==> config.mk <==
export PLATFORM = sky130hd
export DESIGN_NAME = alu_seq_ctrl
export DESIGN_NICKNAME = d
export VERILOG_FILES = /design/src/rtl/alu_seq_ctrl.sv
export SDC_FILE = /design/constraint.sdc
export NUM_CORES = 1
export LEC_CHECK = 0
export CORE_MARGIN = 2
export CORE_UTILIZATION = 35
export DETAILED_ROUTE_END_ITERATION = 16
export MAX_ROUTING_LAYER = met4
export PLACE_DENSITY = 0.57
export SLEW_MARGIN = 20
export SYNTH_ARGS = -nofsm -noshare
export SYNTH_HDL_FRONTEND = slang
export SYNTH_SLANG_ARGS = --single-unit
==> constraint.sdc <==
create_clock -name clk -period 8.7 [get_ports clk]
set_input_delay 1.305 -clock clk [delete_from_list [all_inputs] [get_ports clk]]
set_output_delay 1.305 -clock clk [all_outputs]
set_load 0.05 [all_outputs]
==> src/rtl/alu_seq_ctrl.sv <==
// Three-state sequencer around an external combinational ALU: captures one
// instruction, presents decoded operands for one cycle, then writes back.
module alu_seq_ctrl #(
  parameter int DATA_W = 16,
  parameter int NREG   = 16
) (
  input  logic              clk,
  input  logic              rst_n,
  input  logic              instr_valid,
  input  logic [15:0]       instr,
  output logic              instr_ready,
  output logic [DATA_W-1:0] alu_a,
  output logic [DATA_W-1:0] alu_b,
  output logic [7:0]        alu_opcode,
  input  logic [DATA_W-1:0] alu_c,
  input  logic [4:0]        alu_flags,
  output logic [4:0]        psr,
  output logic              done,
  output logic              err,
  input  logic [3:0]        dbg_addr,
  output logic [DATA_W-1:0] dbg_data
);

  localparam logic [1:0] IDLE = 2'd0;
  localparam logic [1:0] EXEC = 2'd1;
  localparam logic [1:0] WB   = 2'd2;

  logic [1:0]        state;
  logic [15:0]       instr_p0;
  logic              done_p1;
  logic [DATA_W-1:0] regs [NREG];

  logic [3:0]        op;
  logic [3:0]        rdest;
  logic [3:0]        ext;
  logic [3:0]        src;
  logic              legal;
  logic              in_exec;
  logic              accept;
  logic              wr_en;
  logic              psr_en;
  logic [7:0]        opc_d;
  logic [DATA_W-1:0] a_d;
  logic [DATA_W-1:0] b_d;

  function automatic logic signed [DATA_W-1:0] sext8(input logic signed [7:0] v);
    return {{(DATA_W-8){v[7]}}, v};
  endfunction

  function automatic logic [DATA_W-1:0] zext8(input logic [7:0] v);
    return {{(DATA_W-8){1'b0}}, v};
  endfunction

  function automatic logic [DATA_W-1:0] zext4(input logic [3:0] v);
    return {{(DATA_W-4){1'b0}}, v};
  endfunction

  assign op          = instr_p0[15:12];
  assign rdest       = instr_p0[11:8];
  assign ext         = instr_p0[7:4];
  assign src         = instr_p0[3:0];
  assign in_exec     = (state == EXEC);
  assign instr_ready = (state == IDLE);
  assign accept      = instr_valid & instr_ready;
  assign dbg_data    = regs[dbg_addr];

  always_comb begin
    legal = 1'b0;
    case (op)
      4'h0, 4'h2, 4'h5, 4'h6, 4'h7, 4'h8, 4'h9, 4'hB, 4'hE: legal = 1'b1;
      default: legal = 1'b0;
    endcase
  end

  // Stage EXEC: decode the captured instruction onto the ALU operand bus
  always_comb begin
    opc_d = 8'h00;
    a_d   = '0;
    b_d   = '0;
    if (in_exec && legal) begin
      a_d = regs[rdest];
      case (op)
        4'h0: begin
          opc_d = {4'h0, ext};
          b_d   = regs[src];
        end
        4'h8: begin
          opc_d = {4'h8, ext};
          b_d   = (ext[3:1] == 3'b000) ? zext4(src) : regs[src];
        end
        4'h5, 4'h7, 4'h9, 4'hB: begin
          opc_d = {op, 4'h0};
          b_d   = sext8({ext, src});
        end
        4'h6, 4'hE: begin
          opc_d = {op, 4'h0};
          b_d   = zext8({ext, src});
        end
        4'h2: begin
          opc_d = 8'h20;
          b_d   = '0;
        end
        default: begin
          opc_d = 8'h00;
          b_d   = '0;
        end
      endcase
    end
  end

  assign alu_opcode = opc_d;
  assign alu_a      = a_d;
  assign alu_b      = b_d;
  assign err        = in_exec & ~legal;

  // WAIT, CMP-style and test-style opcodes only update flags, never R[rdest]
  always_comb begin
    wr_en  = 1'b0;
    psr_en = 1'b0;
    if (in_exec && legal) begin
      psr_en = (opc_d != 8'h00);
      wr_en  = !(opc_d inside {8'h00, 8'h0B, 8'hB0, 8'h0D});
    end
  end

  // Stage WB: results land on the EXEC->WB edge, done is visible during WB
  always_ff @(posedge clk) begin
    if (!rst_n) begin
      state    <= IDLE;
      instr_p0 <= '0;
      psr      <= '0;
      done_p1  <= 1'b0;
      for (int i = 0; i < NREG; i++) regs[i] <= '0;
    end else begin
      case (state)
        IDLE: begin
          if (accept) begin
            state    <= EXEC;
            instr_p0 <= instr;
          end
        end
        EXEC:    state <= WB;
        WB:      state <= IDLE;
        default: state <= IDLE;
      endcase
      done_p1 <= in_exec & legal;
      if (wr_en)  regs[rdest] <= alu_c;
      if (psr_en) psr <= alu_flags;
    end
  end

  assign done = done_p1;

endmodule

==> impl_results.md <==
- CTS tree: yes
- Net Sw Power: 1.06 mW
- Static Leak: 6.18 nW
- HP Class: flop to flop
- Total power: 3.79 mW
- Starting density of the core: 35.5%
- Layer carrying the most global-route usage: met1
- Register area share after synthesis: 46.7%
- Clock transition at path regs: 60 ps
- GPL Wtd Cong: 0.938
- Num Clock Sinks: 289
- Fin. max-slew vios: 0
- First-pass GRT wire length: 89.2 mm
- Post-Route WL: 60.3 mm
- Avg WL per Cell: 30.3 µm
- Grt met2 use: 32.9%
- M3 GR Usage: 5.73%
- Vias in the first global route: 12700
- Multi-input gate area: 0.00898 mm²
- CP Launch Type: input pin
- EDFF count, synth: 256
- Worst-Skew Late Latency: 530 ps
- Vias/cell: 6.71
- Ports: 108
- Setup Buffers After CTS: 0
- Synth-to-Final Area Change: 15.9%
- Synthesized area per cell: 13.9 µm²
- Ant diodes: 0
- Register Area: 0.00836 mm²
- Kind of critical path: input pin to output pin
- Die Wd: 230 µm
- Detail Route Antenna Nets: 0
- RSZ-0062 raised after global routing: no
- H-tree depth: 2
- Core outline area: 0.0503 mm²
- Initial antenna violation count: 0
- 1st-iter DRT viols: 1869
- Maximum vdd ir drop: 0.000109 V
- Final Cycle Share: 65.1%
- Setup violators final: 0
- Clock tree buffer depth: 3
- Worst relative slew slack: 30.9%
- Prevailing post-synth register cell: edfxtp_1
- Post-cts resize count: 0
- Die Span Y: 230 µm
- Worst-margin pin slew: 1030 ps
- Clock power frac: 40.5%
- TNS Setup: 0 ps
- Synth Warn #: 0
- GRT Total Usage: 23.3%
- Layout Nets: 1341
- Grt total ovfl: 0
- Comb power frac: 15.9%
- Largest net degree at the start of global routing: 190
- Post-route DRC: 0
- Crit Path Max Fanout: 34
- Clock skew: 18.6 ps
- Synth cell types: 50
- CP endpoint kind: output pin
- FILL cells: 4660
- Mapped Area: 0.0179 mm²
- Total number of vias: 13400
- Max Freq: 177 MHz
- Final Hold Vio Count: 0
- DRT Pass-1 Iters: 6
- Critical path required time: 7390 ps
- Syn_nets: 1333
- Die area: 0.0529 mm²
- CP arrival: 4360 ps
- Synthesis-stage register bit count: 289
- CTS Hold Bufs: 0
- Internal Power: 2.73 mW
- Share of power burned in registers: 43.6%
- Met1 Use GR: 33.4%
- Crit path time final: 5660 ps
- Total CTS buffers: 34
- Root Driver: clkbuf_16
- Pwr dens: 183 mW/mm²
- FFs w/ async S/R, synth: 0%
- Max-cap viol count: 0
- Status: complete, no violations
- Sw frac: 28.0%
- Share of layout cells above drive strength 1: 26.2%
- Port-buffer cells: 107
- Core Rows: 82
- DP HPWL: 42.3 mm
- Syn Inst Count: 1289
-- synthesized netlist by cell type (all sizes together), types with 10 or more instances --
library cell  count  share of area, %
nor4            163               6.1
a21oi            20              0.56
mux2             13              0.82
o41ai            10              0.49
nor2             18              0.38
nand2b           16              0.56
mux2i            73               4.1
o22ai            10              0.35
clkbuf          109               2.3
dfxtp            33               3.7
mux4            194                24
buf              60               1.7
nand2           110               2.3
edfxtp          256                43
nor3b            35               1.5
nor4b            66               3.2
-- layer usage --
layer,vias to the layer above,wire length [µm]
li1,5441,-
met1,6951,25200
met2,891,26600
met3,81,7220
met4,0,1320
met5,-,0
-- cell usage in the layout (no fill, tap or decap), types with 13 or more instances in the layout --
cell type	instances
edfxtp_1	256
mux4_2	194
nor4_1	150
nand2_1	110
clkdlybuf4s50_1	105
mux2i_1	73
nor4b_1	66
clkbuf_16	35
nor3b_1	34
buf_4	34
dfxtp_1	28
a21oi_1	20
nor2_1	17
nand2b_1	14
mux2_2	13
nor4_2	13
-- through the flow --
stage / utilization [%] / setup WS [ps] / hold slack, ps / cells / cell area, µm²
2_1_floorplan: - / 4150 / 451 / 1289 / 17900
3_3_place_gp: 38.8 / 3050 / 447 / 1933 / 19500
3_5_place_dp: 38.8 / 2980 / 459 / 1933 / 19500
4_1_cts: 41.2 / 2980 / 468 / 1993 / 20700
5_1_grt: 41.2 / 2850 / 481 / 1993 / 20700
6_report: 41.2 / 3040 / 462 / 1993 / 20700
-- area by class of cell --
class,instances,share of cell area [%]
Clock buffer,36,4.25
Clock inverter,24,1.49
Inverter,1,0.0181
Multi-Input combinational cell,830,43.4
Sequential cell,289,40.4
Tap cell,672,4.06
Timing Repair Buffer,141,6.43
-- cells by family after synthesis --
group	synth area share (%)
XOR/XNOR	0.147
flip-flops	46.7
AO/OA/AOI/OAI	4.08
multiplexers	29.4
buffers and inverters	3.98
AND/OR/NAND/NOR	15.7
-- path summary, 6_finish.rpt --
check	start	end	slack, ps	cells after the start
worst max-delay path	dbg_addr[0]	dbg_data[10]	3040	5
worst min-delay path	psr[0]	psr[0]	460	2
worst max register to register	instr_p0[12]	regs[8][1]	4810	7
worst min register to register	psr[0]	psr[0]	460	2
-- worst max-delay path, stage by stage --
cell             delay [ps]
buf_4                   490
buf_4                   640
mux4_2                  590
mux4_2                  550
clkdlybuf4s50_1         730
-- registers in the layout, indices dropped and copies added (netlist names), named ones only --
signal,count
state,2
regs,256
instr_p0,16
done,1
legal,1
psr,5
-- power groups by stage --
stage,sequential [mW],combinational [mW],clock [mW]
after floorplan,1.62,0.438,0
after global routing,1.66,0.633,1.60
final,1.65,0.604,1.54
after detailed placement,1.67,0.597,0
after global placement,1.67,0.591,0
after CTS,1.65,0.600,1.55
Note: power is estimated with default switching activity, not from simulation.
